## src/rtl/uart_csr_pkg.sv

```systemverilog
// Shared constants, FSM state type and CRC-8 helper for the UART CSR bridge.
// Latency: n/a (package only).
// Backpressure: n/a (package only).
package uart_csr_pkg;

    localparam logic [7:0] SOF_REQ = 8'hA5;
    localparam logic [7:0] SOF_RSP = 8'h5A;

    localparam logic [7:0] CMD_WR  = 8'h01;
    localparam logic [7:0] CMD_RD  = 8'h02;

    localparam logic [7:0] ST_OK   = 8'h00;
    localparam logic [7:0] ST_CRC  = 8'h01;
    localparam logic [7:0] ST_ILL  = 8'h02;

    typedef enum logic [2:0] {
        S_IDLE,
        S_CMD,
        S_ADDR,
        S_DATA,
        S_CRC,
        S_EXEC,
        S_RESP
    } bridge_state_e;

    // CRC-8, poly 0x07, MSB-first, no reflection: fold one byte into the running value
    function automatic logic [7:0] crc8_step(input logic [7:0] crc, input logic [7:0] data);
        logic [7:0] c;
        c = crc ^ data;
        for (int i = 0; i < 8; i++) begin
            c = c[7] ? ((c << 1) ^ 8'h07) : (c << 1);
        end
        return c;
    endfunction

endpackage

```

## src/rtl/uart_csr_bridge.sv

```systemverilog
// Parses framed host commands from an RX byte stream, issues single-cycle CSR accesses and returns ack/read frames on TX.
// Latency: CRC byte accepted at cycle N, CSR strobe at N+1, first response byte (0x5A) valid at N+2.
// Backpressure: rx_ready low in EXEC/RESP; TX bytes held until tx_ready, sent back-to-back; UART_BRIDGE_TIMEOUT_EN adds an inter-byte timeout.
module uart_csr_bridge
    import uart_csr_pkg::*;
#(
    parameter int ADDR_W      = 8,
    parameter int TIMEOUT_CYC = 100000
) (
    input  logic              clk_gated,
    input  logic              rst_n,
    input  logic              rx_valid,
    input  logic [7:0]        rx_data,
    output logic              rx_ready,
    output logic              tx_valid,
    output logic [7:0]        tx_data,
    input  logic              tx_ready,
    input  logic              uart_crc_en,
    output logic              csr_wen,
    output logic              csr_ren,
    output logic [ADDR_W-1:0] csr_addr,
    output logic [31:0]       csr_wdata,
    input  logic [31:0]       csr_rdata,
    output logic              rx_crc_error,
    output logic              rx_illegal_cmd,
    output logic              busy
);

    bridge_state_e state;
    logic [7:0]    cmd_q;
    logic [7:0]    addr_q;
    logic [7:0]    crc_q;
    logic [7:0]    status_q;
    logic [31:0]   wdata_q;
    logic [1:0]    dcnt_q;
    logic [7:0]    rsp_buf [7];
    logic [2:0]    rsp_idx;
    logic [2:0]    rsp_last;

    logic          rx_fire;
    logic          tx_fire;
    logic          timeout_hit;
    logic [7:0]    crc_next;
    logic [7:0]    status_next;
    logic [7:0]    rd_crc;
    logic [7:0]    err_crc;

    assign rx_fire  = rx_valid && rx_ready;
    assign tx_fire  = tx_valid && tx_ready;
    assign rx_ready = (state != S_EXEC) && (state != S_RESP);
    assign busy     = (state != S_IDLE);
    assign crc_next = crc8_step(crc_q, rx_data);

    // Classify the frame as its CRC byte arrives: CRC error outranks a bad command or misaligned address
    always_comb begin
        status_next = ST_OK;
        if (uart_crc_en && (rx_data != crc_q)) begin
            status_next = ST_CRC;
        end else if (((cmd_q != CMD_WR) && (cmd_q != CMD_RD)) || (addr_q[1:0] != 2'b00)) begin
            status_next = ST_ILL;
        end
    end

    // Response CRCs: STATUS plus read data for a good read, STATUS alone otherwise
    always_comb begin
        rd_crc  = crc8_step(8'h00, ST_OK);
        rd_crc  = crc8_step(rd_crc, csr_rdata[7:0]);
        rd_crc  = crc8_step(rd_crc, csr_rdata[15:8]);
        rd_crc  = crc8_step(rd_crc, csr_rdata[23:16]);
        rd_crc  = crc8_step(rd_crc, csr_rdata[31:24]);
        err_crc = crc8_step(8'h00, status_q);
    end

`ifdef UART_BRIDGE_TIMEOUT_EN
    logic [31:0] gap_q;
    logic        in_frame;

    assign in_frame    = (state == S_CMD) || (state == S_ADDR) || (state == S_DATA) || (state == S_CRC);
    assign timeout_hit = in_frame && !rx_fire && (gap_q == 32'(TIMEOUT_CYC - 1));

    // Idle-cycle counter between RX bytes of one frame; cleared on every accepted byte
    always_ff @(posedge clk_gated or negedge rst_n) begin
        if (!rst_n) begin
            gap_q <= '0;
        end else if (!in_frame || rx_fire || timeout_hit) begin
            gap_q <= '0;
        end else begin
            gap_q <= gap_q + 32'd1;
        end
    end
`else
    logic unused_timeout_cfg;
    assign unused_timeout_cfg = (TIMEOUT_CYC != 0);
    assign timeout_hit        = 1'b0;
`endif

    // Frame FSM with registered strobes, error pulses and response serializer
    always_ff @(posedge clk_gated or negedge rst_n) begin
        if (!rst_n) begin
            state          <= S_IDLE;
            cmd_q          <= '0;
            addr_q         <= '0;
            crc_q          <= '0;
            status_q       <= '0;
            wdata_q        <= '0;
            dcnt_q         <= '0;
            rsp_idx        <= '0;
            rsp_last       <= '0;
            for (int i = 0; i < 7; i++) begin
                rsp_buf[i] <= '0;
            end
            tx_valid       <= 1'b0;
            tx_data        <= '0;
            csr_wen        <= 1'b0;
            csr_ren        <= 1'b0;
            csr_addr       <= '0;
            csr_wdata      <= '0;
            rx_crc_error   <= 1'b0;
            rx_illegal_cmd <= 1'b0;
        end else begin
            csr_wen        <= 1'b0;
            csr_ren        <= 1'b0;
            rx_crc_error   <= 1'b0;
            rx_illegal_cmd <= 1'b0;

            case (state)
                S_IDLE: begin
                    if (rx_fire && (rx_data == SOF_REQ)) begin
                        crc_q <= 8'h00;
                        state <= S_CMD;
                    end
                end
                S_CMD: begin
                    if (rx_fire) begin
                        cmd_q <= rx_data;
                        crc_q <= crc_next;
                        state <= S_ADDR;
                    end
                end
                S_ADDR: begin
                    // Anything but a write (including an unknown command) is read-length
                    if (rx_fire) begin
                        addr_q <= rx_data;
                        crc_q  <= crc_next;
                        dcnt_q <= 2'd0;
                        state  <= (cmd_q == CMD_WR) ? S_DATA : S_CRC;
                    end
                end
                S_DATA: begin
                    if (rx_fire) begin
                        wdata_q <= {rx_data, wdata_q[31:8]};
                        crc_q   <= crc_next;
                        dcnt_q  <= dcnt_q + 2'd1;
                        if (dcnt_q == 2'd3) begin
                            state <= S_CRC;
                        end
                    end
                end
                S_CRC: begin
                    if (rx_fire) begin
                        status_q <= status_next;
                        state    <= S_EXEC;
                        if (status_next == ST_OK) begin
                            csr_addr <= ADDR_W'(addr_q);
                            if (cmd_q == CMD_WR) begin
                                csr_wen   <= 1'b1;
                                csr_wdata <= wdata_q;
                            end else begin
                                csr_ren   <= 1'b1;
                            end
                        end else if (status_next == ST_CRC) begin
                            rx_crc_error   <= 1'b1;
                        end else begin
                            rx_illegal_cmd <= 1'b1;
                        end
                    end
                end
                S_EXEC: begin
                    // csr_rdata is only valid during the read strobe, so capture it here
                    rsp_buf[0] <= SOF_RSP;
                    rsp_buf[1] <= status_q;
                    if ((status_q == ST_OK) && (cmd_q == CMD_RD)) begin
                        rsp_buf[2] <= csr_rdata[7:0];
                        rsp_buf[3] <= csr_rdata[15:8];
                        rsp_buf[4] <= csr_rdata[23:16];
                        rsp_buf[5] <= csr_rdata[31:24];
                        rsp_buf[6] <= rd_crc;
                        rsp_last   <= 3'd6;
                    end else begin
                        rsp_buf[2] <= err_crc;
                        rsp_last   <= 3'd2;
                    end
                    rsp_idx  <= 3'd0;
                    tx_valid <= 1'b1;
                    tx_data  <= SOF_RSP;
                    state    <= S_RESP;
                end
                S_RESP: begin
                    if (tx_fire) begin
                        if (rsp_idx == rsp_last) begin
                            tx_valid <= 1'b0;
                            state    <= S_IDLE;
                        end else begin
                            rsp_idx <= rsp_idx + 3'd1;
                            tx_data <= rsp_buf[rsp_idx + 3'd1];
                        end
                    end
                end
                default: begin
                    state <= S_IDLE;
                end
            endcase

            // A stalled frame is abandoned silently apart from the illegal pulse
            if (timeout_hit) begin
                state          <= S_IDLE;
                rx_illegal_cmd <= 1'b1;
            end
        end
    end

endmodule

```

## config.mk

```make
export PLATFORM = sky130hd
export DESIGN_NAME = uart_csr_bridge
export DESIGN_NICKNAME = d
export VERILOG_FILES = /design/src/rtl/uart_csr_pkg.sv /design/src/rtl/uart_csr_bridge.sv
export SDC_FILE = /design/constraint.sdc
export NUM_CORES = 1
export LEC_CHECK = 0
export BUFFER_PORTS_ARGS = -buffer_cell sky130_fd_sc_hd__buf_2
export CORE_ASPECT_RATIO = 0.6
export CORE_MARGIN = 10
export CORE_UTILIZATION = 57
export DETAILED_ROUTE_END_ITERATION = 16
export PLACE_DENSITY = 0.85
export REMOVE_ABC_BUFFERS = 1
export SYNTH_ARGS = -nofsm -noshare
export SYNTH_HDL_FRONTEND = slang
export SYNTH_SLANG_ARGS = --single-unit
```

## constraint.sdc

```tcl
create_clock -name clk_gated -period 5.05 [get_ports clk_gated]
set_clock_uncertainty 0.15 [all_clocks]
set_input_delay 0.2525 -clock clk_gated [delete_from_list [all_inputs] [get_ports clk_gated]]
set_output_delay 0.2525 -clock clk_gated [all_outputs]
set_load 0.01 [all_outputs]
```

# After elaboration in Yosys (flattened, before gate mapping)
# Index checks and enable logic that the tools add are counted.
# word_totals
regBits	165
out_inout_bits	55
input_bits	45
# op_classes
muxes	96
eq_ne	27
n_lt_le_gt_ge	1
bitwise_logic	53
reduce_logical	29
addsub	2
# ops
operator	count
$mux 3	60
$not 3->3	48
$mux 8	7
$pmux 8 s2	2
$xor 8x8->8	4
$bmux 8 s3	1
$pmux 3 s7	1
$mux 1	18
$ne 2x2->1 const B	9
$logic_not 8->1	2
$reduce_and 3->1	5
$reduce_and 2->1	5
$eq 3x3->1 const B	3
$eq 8x1->1 const B	1
$eq 8x2->1 const B	1
$eq 8x8->1 const B	1
$mux 2	4
$ne 8x1->1 const B	1
$ne 8x2->1 const B	1
$ne 8x8->1	1
$reduce_and 8->1	1
$reduce_bool 2->1	4
$logic_and 1x1->1	7
$eq 3x2->1 const B	2
other kinds (18)	19

# Depth between registers and ports, before layout
# Gate-level depths: netlist of run 1.
# logic_depth
word_depth	67
mapped_depth	10

# Worst setup path after synthesis of run 1
# Ideal clock, no wire load.
# synth_timing
path_kind	input-to-reg
start	input csr_rdata[7]
end	register rsp_buf[1] (netlist bit)
cell_stages	7
path_slack_ps	2351
path_buffers	1
arrival_ps	2472
required_time_ps	4823
path_cell_list	buf_6 xor3_1 xnor3_2 xor3_2 xor3_2 xnor3_1 o21ai_1
# synth_via
elab_chain_len	22
elab_cells_between_ends	41
classes_between	mux: 22; bitwise: 19
# synth_rtl
element	line_no	source
from (decl)	uart_csr_bridge.sv:23	input logic [31:0] csr_rdata,
$mux 3 (*)	uart_csr_pkg.sv:31	c = c[7] ? ((c << 1) ^ 8'h07) : (c << 1);
$mux 3 or $not 3->3 (tied branches)	--	
$not 3->3 (no line) or $mux 3 (tied branches)	--	
$mux 3 or $not 3->3 (tied branches)	--	
$xor 8x8->8 (*)	uart_csr_pkg.sv:29	c = crc ^ data;
$not 3->3 (no line) or $xor 8x8->8 (tied branches)	--	
$mux 3	uart_csr_pkg.sv:31	
$mux 3 or $not 3->3 (tied branches)	--	
[... 6 more ...]	--	
$not 3->3 (no line) or $mux 3 (tied branches)	--	
$mux 3 or $not 3->3 (tied branches)	--	
$xor 8x8->8 (*)	uart_csr_pkg.sv:29	
$not 3->3 (no line) or $xor 8x8->8 (tied branches)	--	
$mux 3	uart_csr_pkg.sv:31	
$mux 3 or $not 3->3 (tied branches)	--	
$not 3->3 (no line) or $mux 3 (tied branches)	--	
$mux 3 (*)	uart_csr_pkg.sv:31	
to (decl)	uart_csr_bridge.sv:36	logic [7:0] rsp_buf [7];
# Every way passes the cells marked *; elsewhere a longest branch is shown, timed or not.
# A chain may end at the register's enable or synchronous reset.

# Worst setup path after layout of run 1
# layout_timing
start	register cmd_q[5]
end	register csr_wdata[12]
# layout_via
elab_chain_len	7
elab_cells_between_ends	9
classes_between	eq/ne: 3; mux: 2; reduce/logical: 4
# layout_rtl
element	line_no	source
from (decl)	uart_csr_bridge.sv:30	logic [7:0] cmd_q;
from (signal assigned)	uart_csr_bridge.sv:135	cmd_q <= rx_data;
$ne 8x1->1 or $ne 8x2->1 (tied branches)	uart_csr_bridge.sv:59	end else if (((cmd_q != CMD_WR) && (cmd_q != CMD_RD)) || (addr_q[1:0] != 2'b00)) begin
$logic_and 1x1->1	uart_csr_bridge.sv:59	
$logic_or 1x1->1	uart_csr_bridge.sv:59	
$mux 2	uart_csr_bridge.sv:59	
$mux 2	uart_csr_bridge.sv:57	if (uart_crc_en && (rx_data != crc_q)) begin
$logic_not 8->1	uart_csr_bridge.sv:163	if (status_next == ST_OK) begin
$reduce_and 4->1 (no line) (*)	--	
to (signal assigned)	uart_csr_bridge.sv:167	csr_wdata <= wdata_q;
to (decl)	uart_csr_bridge.sv:22	output logic [31:0] csr_wdata,
# Marked as above.

==> out/qor.csv, run 1 <==
metric,value,unit
register area share after synthesis,51.3,%
CP Buf/Inv Count,1,
met1 wire length,8.82,mm
worst path cell trace,"nor4_1, nand2_1, nor4_1, and3_1, nor2b_2, buf_4, mux2_2",
routability congestion estimate from global placement,0.939,
"Reg clk slew, reported paths",0.07,ns
Setup-failing EPs final,0,
Die Y-Extent,111,um
Syn Std Cell Area,7950,um2
WP data arrival,3.49,ns
post-layout min period,3.33,ns
root buf cell,clkbuf_16,
Crit path top cell by count,nor4_1,
wire length of the first global-routing pass,32.3,mm
slowest cell on the critical path,and3_1,
Worst Tran Pin Value,1.17,ns
CP endpoint kind,flip-flop,
fraction of layout cells with a size suffix above 1,29.5,%
num ports,100,
total gr overflow,0,
vias per cell,5.76,
Hold Slack,0.0176,ns
number of global-route vias before repair,5978,
Initial Util,58.2,%
Peak supply drop,0.326,mV
final hold violation count,0,
met3 wire length,1.46,mm
Post-CTS Setup Repair Bufs,0,
Clock Latency Late Sink,0.43,ns
Sink Count,163,
final net count,830,
CTS Buf Count,17,
CTS tree,yes,
hold crit path type,input port to flip-flop,
DP Worst Slack,1.90,ns
via count,5672,
PwrDens,589,nW/um2
diode count,0,
largest net degree at the start of global routing,115,
CP max FO,32,
P&R area growth vs syn,19.2,%
Critical Path Source Type,flip-flop,
period utilisation layout,66.0,%
Leakage,4.66,nW
"antenna viol nets, final",0,
Final TNS setup,0,ns
syn avg cell area,12.0,um2
Fillers,901,
Synth Flop Type,dfrtp_1,
Crit path required time,5.20,ns
Mapped Cells,662,
fmax,300,MHz
Placeable Area,13700,um2
Synthesis Warnings,0,
GRT Util Overall,21.2,%
Routed wire per std cell,20.3,um
post-synth cell types,48,
Setup CP Type,flip-flop to flip-flop,
PortBufs,99,
kind of cell adding the most delay to the critical path,simple AND/OR/NAND/NOR gates,
Post-synth ARST share,100,%
max_cap viols,0,
area of the die,19200,um2
highest routing layer actually used,met4,
status,finished clean,
Rows,33,
Routed met2 length,9.29,mm
final worst slack,1.72,ns
Post-synth EDFFs,0,
initial antenna violation count,0,
H-tree Lvls,4,
DRT iter0 DRCs,539,
CP peak stage delay,0.51,ns
Detailed Route WL,20.0,mm
RSZ-0062 raised after global routing,false,
DRC viols,0,
Die W,172,um
Final Max Slew Viols,0,
post-DP HPWL,13.6,mm
Slew HR,21.9,%
DRT Pass-1 Iters,6,
Clock Path Buffers,2,
Seq cells post-synth,163,
[layout make-up]
class                   count  area, um2  share of cell area, %
flip-flops and latches    163       4080                   43.0
multi-input cells         460       3720                   39.2
repair buffers            131        810                   8.54
clock buffers              17        425                   4.49
well taps                 192        240                   2.53
clock inverters            15        185                   1.95
inverters                   6       22.5                  0.238
[state kept, by name (all words and copies together), names as in the netlist, 3 cells and up]
signal	count
state	3
cmd_q	8
csr_addr	8
tx_data	8
addr_q	8
rsp_idx	3
csr_wdata	32
wdata_q	32
rsp_buf	42
crc_q	8
[report_power, final]
| group | switching [mW] | total [mW] | internal (mW) |
|---|---|---|---|
| clock network | 0.586 | 1.34 | 0.751 |
| registers | 0.355 | 2.08 | 1.73 |
| logic | 1.06 | 2.16 | 1.11 |
[Yosys cell counts, types with 6 or more instances]
cell type  instances  share of area, %
nand2_1          109               5.1
nand3_1           12              0.76
nor3_1             6              0.38
xnor3_1           16               4.5
dfrtp_1          163                51
o21ai_0           44               2.8
mux2_2            84                12
o21ai_1            7              0.44
clkbuf_1          22               1.0
xor2_1            21               2.3
xnor2_1           41               4.5
mux2i_1           16               2.0
nor2_1            19              0.90
ha_1               6              0.94
mux2_1             8               1.1
buf_1              6              0.28
nor2b_1            7              0.55
[worst paths after layout]
path / slack, ns / cells after the start / from / end
worst max-delay path: 1.72 / 7 / cmd_q[5] / csr_wdata[12]
worst min-delay path: 0.02 / 2 / csr_rdata[7] / rsp_buf[39]
worst max register to register: 1.72 / 7 / cmd_q[5] / csr_wdata[12]
worst min register to register: 0.33 / 2 / rsp_buf[15] / rsp_buf[15]
max in group asynchronous: 3.15 / 3 / rst_n / csr_wdata[25]
min in group asynchronous: 0.35 / 2 / rst_n / csr_wdata[22]
[cells in the final DEF, fill, tap and decap left out, drive strengths merged, types with 6 or more instances in the layout]
master and n:
dfrtp 163, nand2 109, buf 104, mux2 92, o21ai 51, xnor2 44
dlygate4sd3 27, xor2 22, nor2 19, xnor3 19, clkbuf 17, mux2i 16
nand3 12, inv 12, nor2b 7, nor3 6, ha 6, a22o 6
xor3 6
[metal layers]
metal / global-route usage (%) / vias up
li1: - / 2512
met1: 28.6 / 2831
met2: 33.6 / 285
met3: 4.27 / 44
met4: 7.15 / 0
met5: 0 / -
[stage by stage]
| step | utilization (%) | total power, mW | instances | cell area, um2 |
|---|---|---|---|---|
| floorplan | - | 3.56 | 629 | 7820 |
| global placement | 62.9 | 4.01 | 925 | 8600 |
| detailed placement | 62.9 | 4.14 | 925 | 8600 |
| CTS | 69.4 | 5.54 | 984 | 9480 |
| global route | 69.4 | 5.86 | 984 | 9480 |
| finish | 69.4 | 5.58 | 984 | 9480 |
[repair_timing]
action                    4_1_cts  5_1_grt
hold buffers                   27        0
hold endpoints to repair      139        0
gates resized for setup         0        0
[cells by family after synthesis]
| family | Yosys count | share of synthesized area, % |
|---|---|---|
| and+or+nand+nor | 175 | 9.60 |
| DFF | 163 | 51.3 |
| muxes | 109 | 15.3 |
| xor gates and xnor gates | 91 | 14.9 |
| AOI/OAI and AO/OA | 79 | 5.92 |
| buffers and inverters | 39 | 2.00 |
| adders and majority gates | 6 | 0.944 |
(Power assumes the default switching activity.)
==> run 2: changes to the inputs <==
--- a/config.mk
+++ b/config.mk
@@ -8,9 +8,9 @@
 export BUFFER_PORTS_ARGS = -buffer_cell sky130_fd_sc_hd__buf_2
 export CORE_ASPECT_RATIO = 0.6
 export CORE_MARGIN = 10
-export CORE_UTILIZATION = 57
+export CORE_UTILIZATION = 53
 export DETAILED_ROUTE_END_ITERATION = 16
-export PLACE_DENSITY = 0.85
+export PLACE_DENSITY = 0.83
 export REMOVE_ABC_BUFFERS = 1
 export SYNTH_ARGS = -nofsm -noshare
 export SYNTH_HDL_FRONTEND = slang
==> constraint.sdc (replaced) <==
create_clock -name clk_gated -period 2.8 [get_ports clk_gated]
set_clock_uncertainty 0.15 [all_clocks]
set_input_delay 0.14 -clock clk_gated [delete_from_list [all_inputs] [get_ports clk_gated]]
set_output_delay 0.14 -clock clk_gated [all_outputs]
set_load 0.01 [all_outputs]
==> out/qor.csv, run 2 (synthesized netlist as in run 1, its figures left out) <==
metric,value,unit,change
Peak supply drop,0.548,mV,+68%
area of the die,20500,um2,+6.4%
Clock Latency Late Sink,0.42,ns,about the same
Crit path required time,2.96,ns,-2.24 ns
Slew HR,43.6,%,+22 points
Hold Slack,0.00493,ns,-0.0127 ns
Placeable Area,14600,um2,+6.8%
slowest cell on the critical path,dlygate4sd3_1,,
final net count,863,,+4.0%
Routed wire per std cell,19.2,um,-5.2%
CP max FO,3,,-91%
total power,10.1,mW,+81%
DP Worst Slack,0.0450,ns,-1.86 ns
Final TNS setup,0,ns,unchanged
PwrDens,1030,nW/um2,+75%
CP peak stage delay,0.54,ns,+0.03 ns
total gr overflow,0,,unchanged
PortBufs,99,,unchanged
CP endpoint kind,flip-flop,,
Setup CP Type,input port to flip-flop,,
Setup-failing EPs final,0,,unchanged
post-layout min period,2.78,ns,
GRT Util Overall,19.6,%,-1.6 points
vias per cell,5.48,,-5.0%
Most Crowded Layer GR,met2,,
Final Max Slew Viols,0,,unchanged
worst path cell trace,"dlygate4sd3_1, buf_2, xnor2_2, xor2_1, xnor2_1, xnor3_2, xnor3_1, mux2_2",,
fmax,360,MHz,
post-DP HPWL,14.4,mm,+5.5%
CP Buf/Inv Count,2,,+1
via count,5602,,-1.2%
DRT iter0 DRCs,669,,+24%
largest register by flop count,rsp_buf,,
Leakage,4.84,nW,+3.9%
most frequent cells in the layout,"dfrtp_1, nand2_1, buf_2",,
max_cap viols,0,,unchanged
WP data arrival,2.93,ns,-0.56 ns
initial antenna violation count,0,,unchanged
met2 Use GR,29.2,%,-4.4 points
"Reg clk slew, reported paths",0.07,ns,about the same
diode count,0,,unchanged
status,finished clean,,
num ports,100,,unchanged
root buf cell,clkbuf_16,,
routability congestion estimate from global placement,0.864,,-8.0%
fraction of layout cells with a size suffix above 1,31.5,%,+2.0 points
largest net degree at the start of global routing,96,,-17%
Post-CTS Setup Repair Bufs,0,,unchanged
CTS Buf Count,17,,unchanged
period utilisation layout,99.1,%,
DRC viols,0,,unchanged
Die W,178,um,+3.3%
max FFs per register,42,,unchanged
Detailed Route WL,19.7,mm,-1.5%
CTS tree,yes,,
kind of cell adding the most delay to the critical path,XOR/XNOR gates,,
P&R area growth vs syn,23.5,%,
final hold violation count,0,,unchanged
Rows,34,,+3.0%
Die Y-Extent,115,um,+3.0%
Critical Path Source Type,input port,,
H-tree Lvls,4,,unchanged
"antenna viol nets, final",0,,unchanged
wire length of the first global-routing pass,31.8,mm,-1.5%
hold crit path type,input port to flip-flop,,
Initial Util,54.5,%,-3.7 points
Worst Tran Pin Value,0.846,ns,-0.326 ns
Clock Path Buffers,2,,unchanged
DRT Pass-1 Iters,6,,unchanged
final worst slack,0.0242,ns,-1.69 ns
Largest regs,"rsp_buf x42, csr_wdata x32, wdata_q x32",,
"commonest non-fill, non-tap cell in the layout",dfrtp_1,,
Sink Count,163,,unchanged
number of global-route vias before repair,5866,,-1.9%
GR Layer Usage met3,4.58,%,+0.32 points
M1 GR Usage,28.1,%,-0.46 points
## run 2: cell types whose count changed in the layout (fill, tap and decap cells not counted), moves of 2 or more
cell	change
xnor3_2	+3
xnor2_2	+3
xnor3_1	-3
buf_12	+2
xnor2_1	-3
dlygate4sd3_1	+14
buf_4	+17
## run 2: metal layers
metal / part of all wire (%) / up-vias
met5: 0 / -
met4: 1.4 / 0
met3: 7.6 / 32
met2: 44 / 206
met1: 47 / 2782
li1: - / 2582
## run 2: per-stage QoR
step	util (%)	cells	area (um2)
2_1_floorplan	-	629	7820
3_3_place_gp	60.1	950	8770
3_5_place_dp	60.1	950	8770
4_1_cts	67.0	1022	9780
5_1_grt	67.3	1023	9820
6_report	67.3	1023	9820
## run 2: worst register-to-register path: cells and delay by family, from the launching register on
kind | cells | cell delay, ns
buf+inv | 1 | 0.23
flops | 1 | 0.38
mux | 1 | 0.39
simple gates | 5 | 1.37
## run 2: final cells by class
type                            instances  area, um2
Fill cell                            1073       4770
Sequential cell                       163       4080
Multi-Input combinational cell        460       3750
Timing Repair Buffer                  164       1120
Clock buffer                           18        439
Tap cell                              198        248
Clock inverter                         14        166
Inverter                                6       22.5
## run 2: worst paths after layout
kind | from | to | slack [ns] | depth (start not counted)
max | csr_rdata[1] | rsp_buf[4] | 0.02 | 8
min | csr_rdata[3] | rsp_buf[35] | 0.005 | 3
max reg2reg | cmd_q[5] | csr_wdata[18] | 0.17 | 7
min reg2reg | rsp_buf[31] | rsp_buf[31] | 0.33 | 2
max in group asynchronous | rst_n | tx_data[3] | 1.50 | 3
min in group asynchronous | rst_n | wdata_q[22] | 0.23 | 2
## run 2: report_power, final
part           internal [mW]  switching, mW
Clock                   1.37           1.02
Combinational           2.11           1.94
Sequential              3.12          0.558
## run 2: timing repair
| item | CTS | global route |
|---|---|---|
| setup endpoints to repair | 0 | 4 |
| gates resized for setup | 0 | 7 |
| hold endpoints to repair | 145 | 4 |
| hold buffers | 40 | 1 |
==> run 3: changes to the inputs <==
--- a/config.mk
+++ b/config.mk
@@ -6,11 +6,13 @@
 export NUM_CORES = 1
 export LEC_CHECK = 0
 export BUFFER_PORTS_ARGS = -buffer_cell sky130_fd_sc_hd__buf_2
+export CELL_PAD_IN_SITES_DETAIL_PLACEMENT = 1
+export CELL_PAD_IN_SITES_GLOBAL_PLACEMENT = 2
 export CORE_ASPECT_RATIO = 0.6
 export CORE_MARGIN = 10
-export CORE_UTILIZATION = 53
+export CORE_UTILIZATION = 35
 export DETAILED_ROUTE_END_ITERATION = 16
-export PLACE_DENSITY = 0.83
+export PLACE_DENSITY = 0.81
 export REMOVE_ABC_BUFFERS = 1
 export SYNTH_ARGS = -nofsm -noshare
 export SYNTH_HDL_FRONTEND = slang
==> out/qor.csv, run 3 (synthesized netlist as in run 1, its figures left out) <==
metric,value,unit,change
GR Layer Usage met3,2.98,%,-1.6 points
Sink Count,163,,unchanged
max_cap viols,0,,unchanged
DP Worst Slack,-0.00393,ns,-0.0490 ns
num ports,100,,unchanged
DRT Pass-1 Iters,5,,-1
RSZ-0062 raised after global routing,false,,
CTS tree,yes,,
Worst Tran Pin Value,0.798,ns,-0.0473 ns
H-tree Lvls,4,,unchanged
Rows,42,,+24%
"Reg clk slew, reported paths",0.07,ns,about the same
crit path from,csr_rdata[4],,
area of the die,29300,um2,+43%
total gr overflow,0,,unchanged
P&R area growth vs syn,25.6,%,
fmax,364,MHz,+1.2%
final core utilization,45.0,%,-22 points
Final TNS setup,0,ns,unchanged
Final Max Slew Viols,0,,unchanged
CP endpoint kind,flip-flop,,
"commonest non-fill, non-tap cell in the layout",dfrtp_1,,
DRC viols,0,,unchanged
vias per cell,4.82,,-12%
final worst slack,0.0561,ns,+0.0319 ns
Largest regs,"rsp_buf x42, csr_wdata x32, wdata_q x32",,
WP data arrival,2.94,ns,about the same
"antenna viol nets, final",0,,unchanged
fin area,9990,um2,+1.7%
GRT Util Overall,15.8,%,-3.8 points
Detailed Route WL,22.6,mm,+15%
routability congestion estimate from global placement,0.938,,+8.5%
Post-CTS Setup Repair Bufs,0,,unchanged
diode count,0,,unchanged
Die Y-Extent,137,um,+19%
largest register by flop count,rsp_buf,,
period utilisation layout,98.0,%,-1.1 points
final net count,872,,+1.0%
Clock Path Buffers,2,,unchanged
wire length of the first global-routing pass,35.9,mm,+13%
PortBufs,99,,unchanged
Reg-to-Reg Start,crc_q[2],,
most frequent cells in the layout,"dfrtp_1, nand2_1, buf_2",,
Critical Path Source Type,input port,,
CP max FO,2,,-1
Slew HR,46.8,%,+3.2 points
Setup CP Type,input port to flip-flop,,
Area after DPL,8960,um2,+2.1%
number of cells on the worst reg-to-reg path,8,,+1
Placeable Area,22200,um2,+52%
M1 GR Usage,21.9,%,-6.2 points
Die W,215,um,+20%
PwrDens,1010,nW/um2,-1.8%
final hold violation count,0,,unchanged
via count,5504,,-1.7%
Routed wire per std cell,19.8,um,+2.9%
status,finished clean,,
CTS Buf Count,17,,unchanged
post-layout min period,2.74,ns,-0.0319 ns
largest net degree at the start of global routing,72,,-25%
max FFs per register,42,,unchanged
Leakage,4.86,nW,+0.43%
hold crit path type,input port to async pin,,
Most Crowded Layer GR,met2,,
met2 Use GR,24.7,%,-4.6 points
Peak supply drop,0.504,mV,-8.1%
Clock Latency Late Sink,0.43,ns,about the same
number of global-route vias before repair,6132,,+4.5%
fraction of layout cells with a size suffix above 1,31.3,%,-0.22 points
Crit path required time,3.00,ns,+0.04 ns
root buf cell,clkbuf_16,,
Setup-failing EPs final,0,,unchanged
initial antenna violation count,1,,+1
post-DP HPWL,16.7,mm,+16%
DRT iter0 DRCs,370,,-45%
Hold Slack,0.152,ns,+0.147 ns
Initial Util,35.9,%,-19 points
==> run 3: changes by cell type in the layout (fill, tap and decap cells not counted), sizes merged <==
cell         before  now
clkinv            3    8
dlygate4sd3      41   44
clkinvlp          2    1
buf             123  129
inv              13    9
==> run 3: metal layers <==
metal | vias to the layer above | wire, um
met4 | 2 | 242
met2 | 97 | 10300
li1 | 2595 | -
met1 | 2794 | 11100
met5 | - | 13
met3 | 16 | 966
==> run 3: timing repair <==
action,CTS,global route
resized for setup,0,2
hold buffers,44,0
endpoints found under the setup margin,0,2
hold endpoints to repair,126,0
==> run 3: stage by stage <==
stage          power (mW)  instances
3_5_place_dp         7.76       1066
3_3_place_gp         7.52       1066
4_1_cts              10.2       1142
5_1_grt              10.8       1142
2_1_floorplan        6.42        629
6_report             10.1       1142
==> run 3: area by class of cell <==
type	instances	area, um2
clock buffers	18	429
multi-input cells	460	3730
flip-flops and latches	163	4080
inverters	6	22.5
well taps	308	385
clock inverters	14	151
fillers	2424	12200
repair buffers	173	1190
==> run 3: report_power, final <==
part	total, mW	switching [mW]	internal (mW)	leakage, nW
combinational	4.07	1.95	2.12	2.57
sequential	3.71	0.589	3.12	2.01
clock	2.34	1.02	1.33	0.287
==> run 3: critical path, stage by stage <==
cell           delay (ns)
dlygate4sd3_1        0.55
buf_2                0.15
xor3_2               0.48
xnor3_2              0.28
xor3_2               0.42
xor3_2               0.46
xnor3_1              0.34
o21ai_1              0.13
==> run 3: final timing paths <==
path	to	slack, ns
min in group clk_gated	rsp_buf[9]	0.33
worst min-delay path	csr_wdata[29]	0.15
worst min register to register	rsp_buf[9]	0.33
worst max register to register	csr_wdata[7]	0.22
worst max-delay path	rsp_buf[1]	0.06
max in group asynchronous	wdata_q[7]	1.59
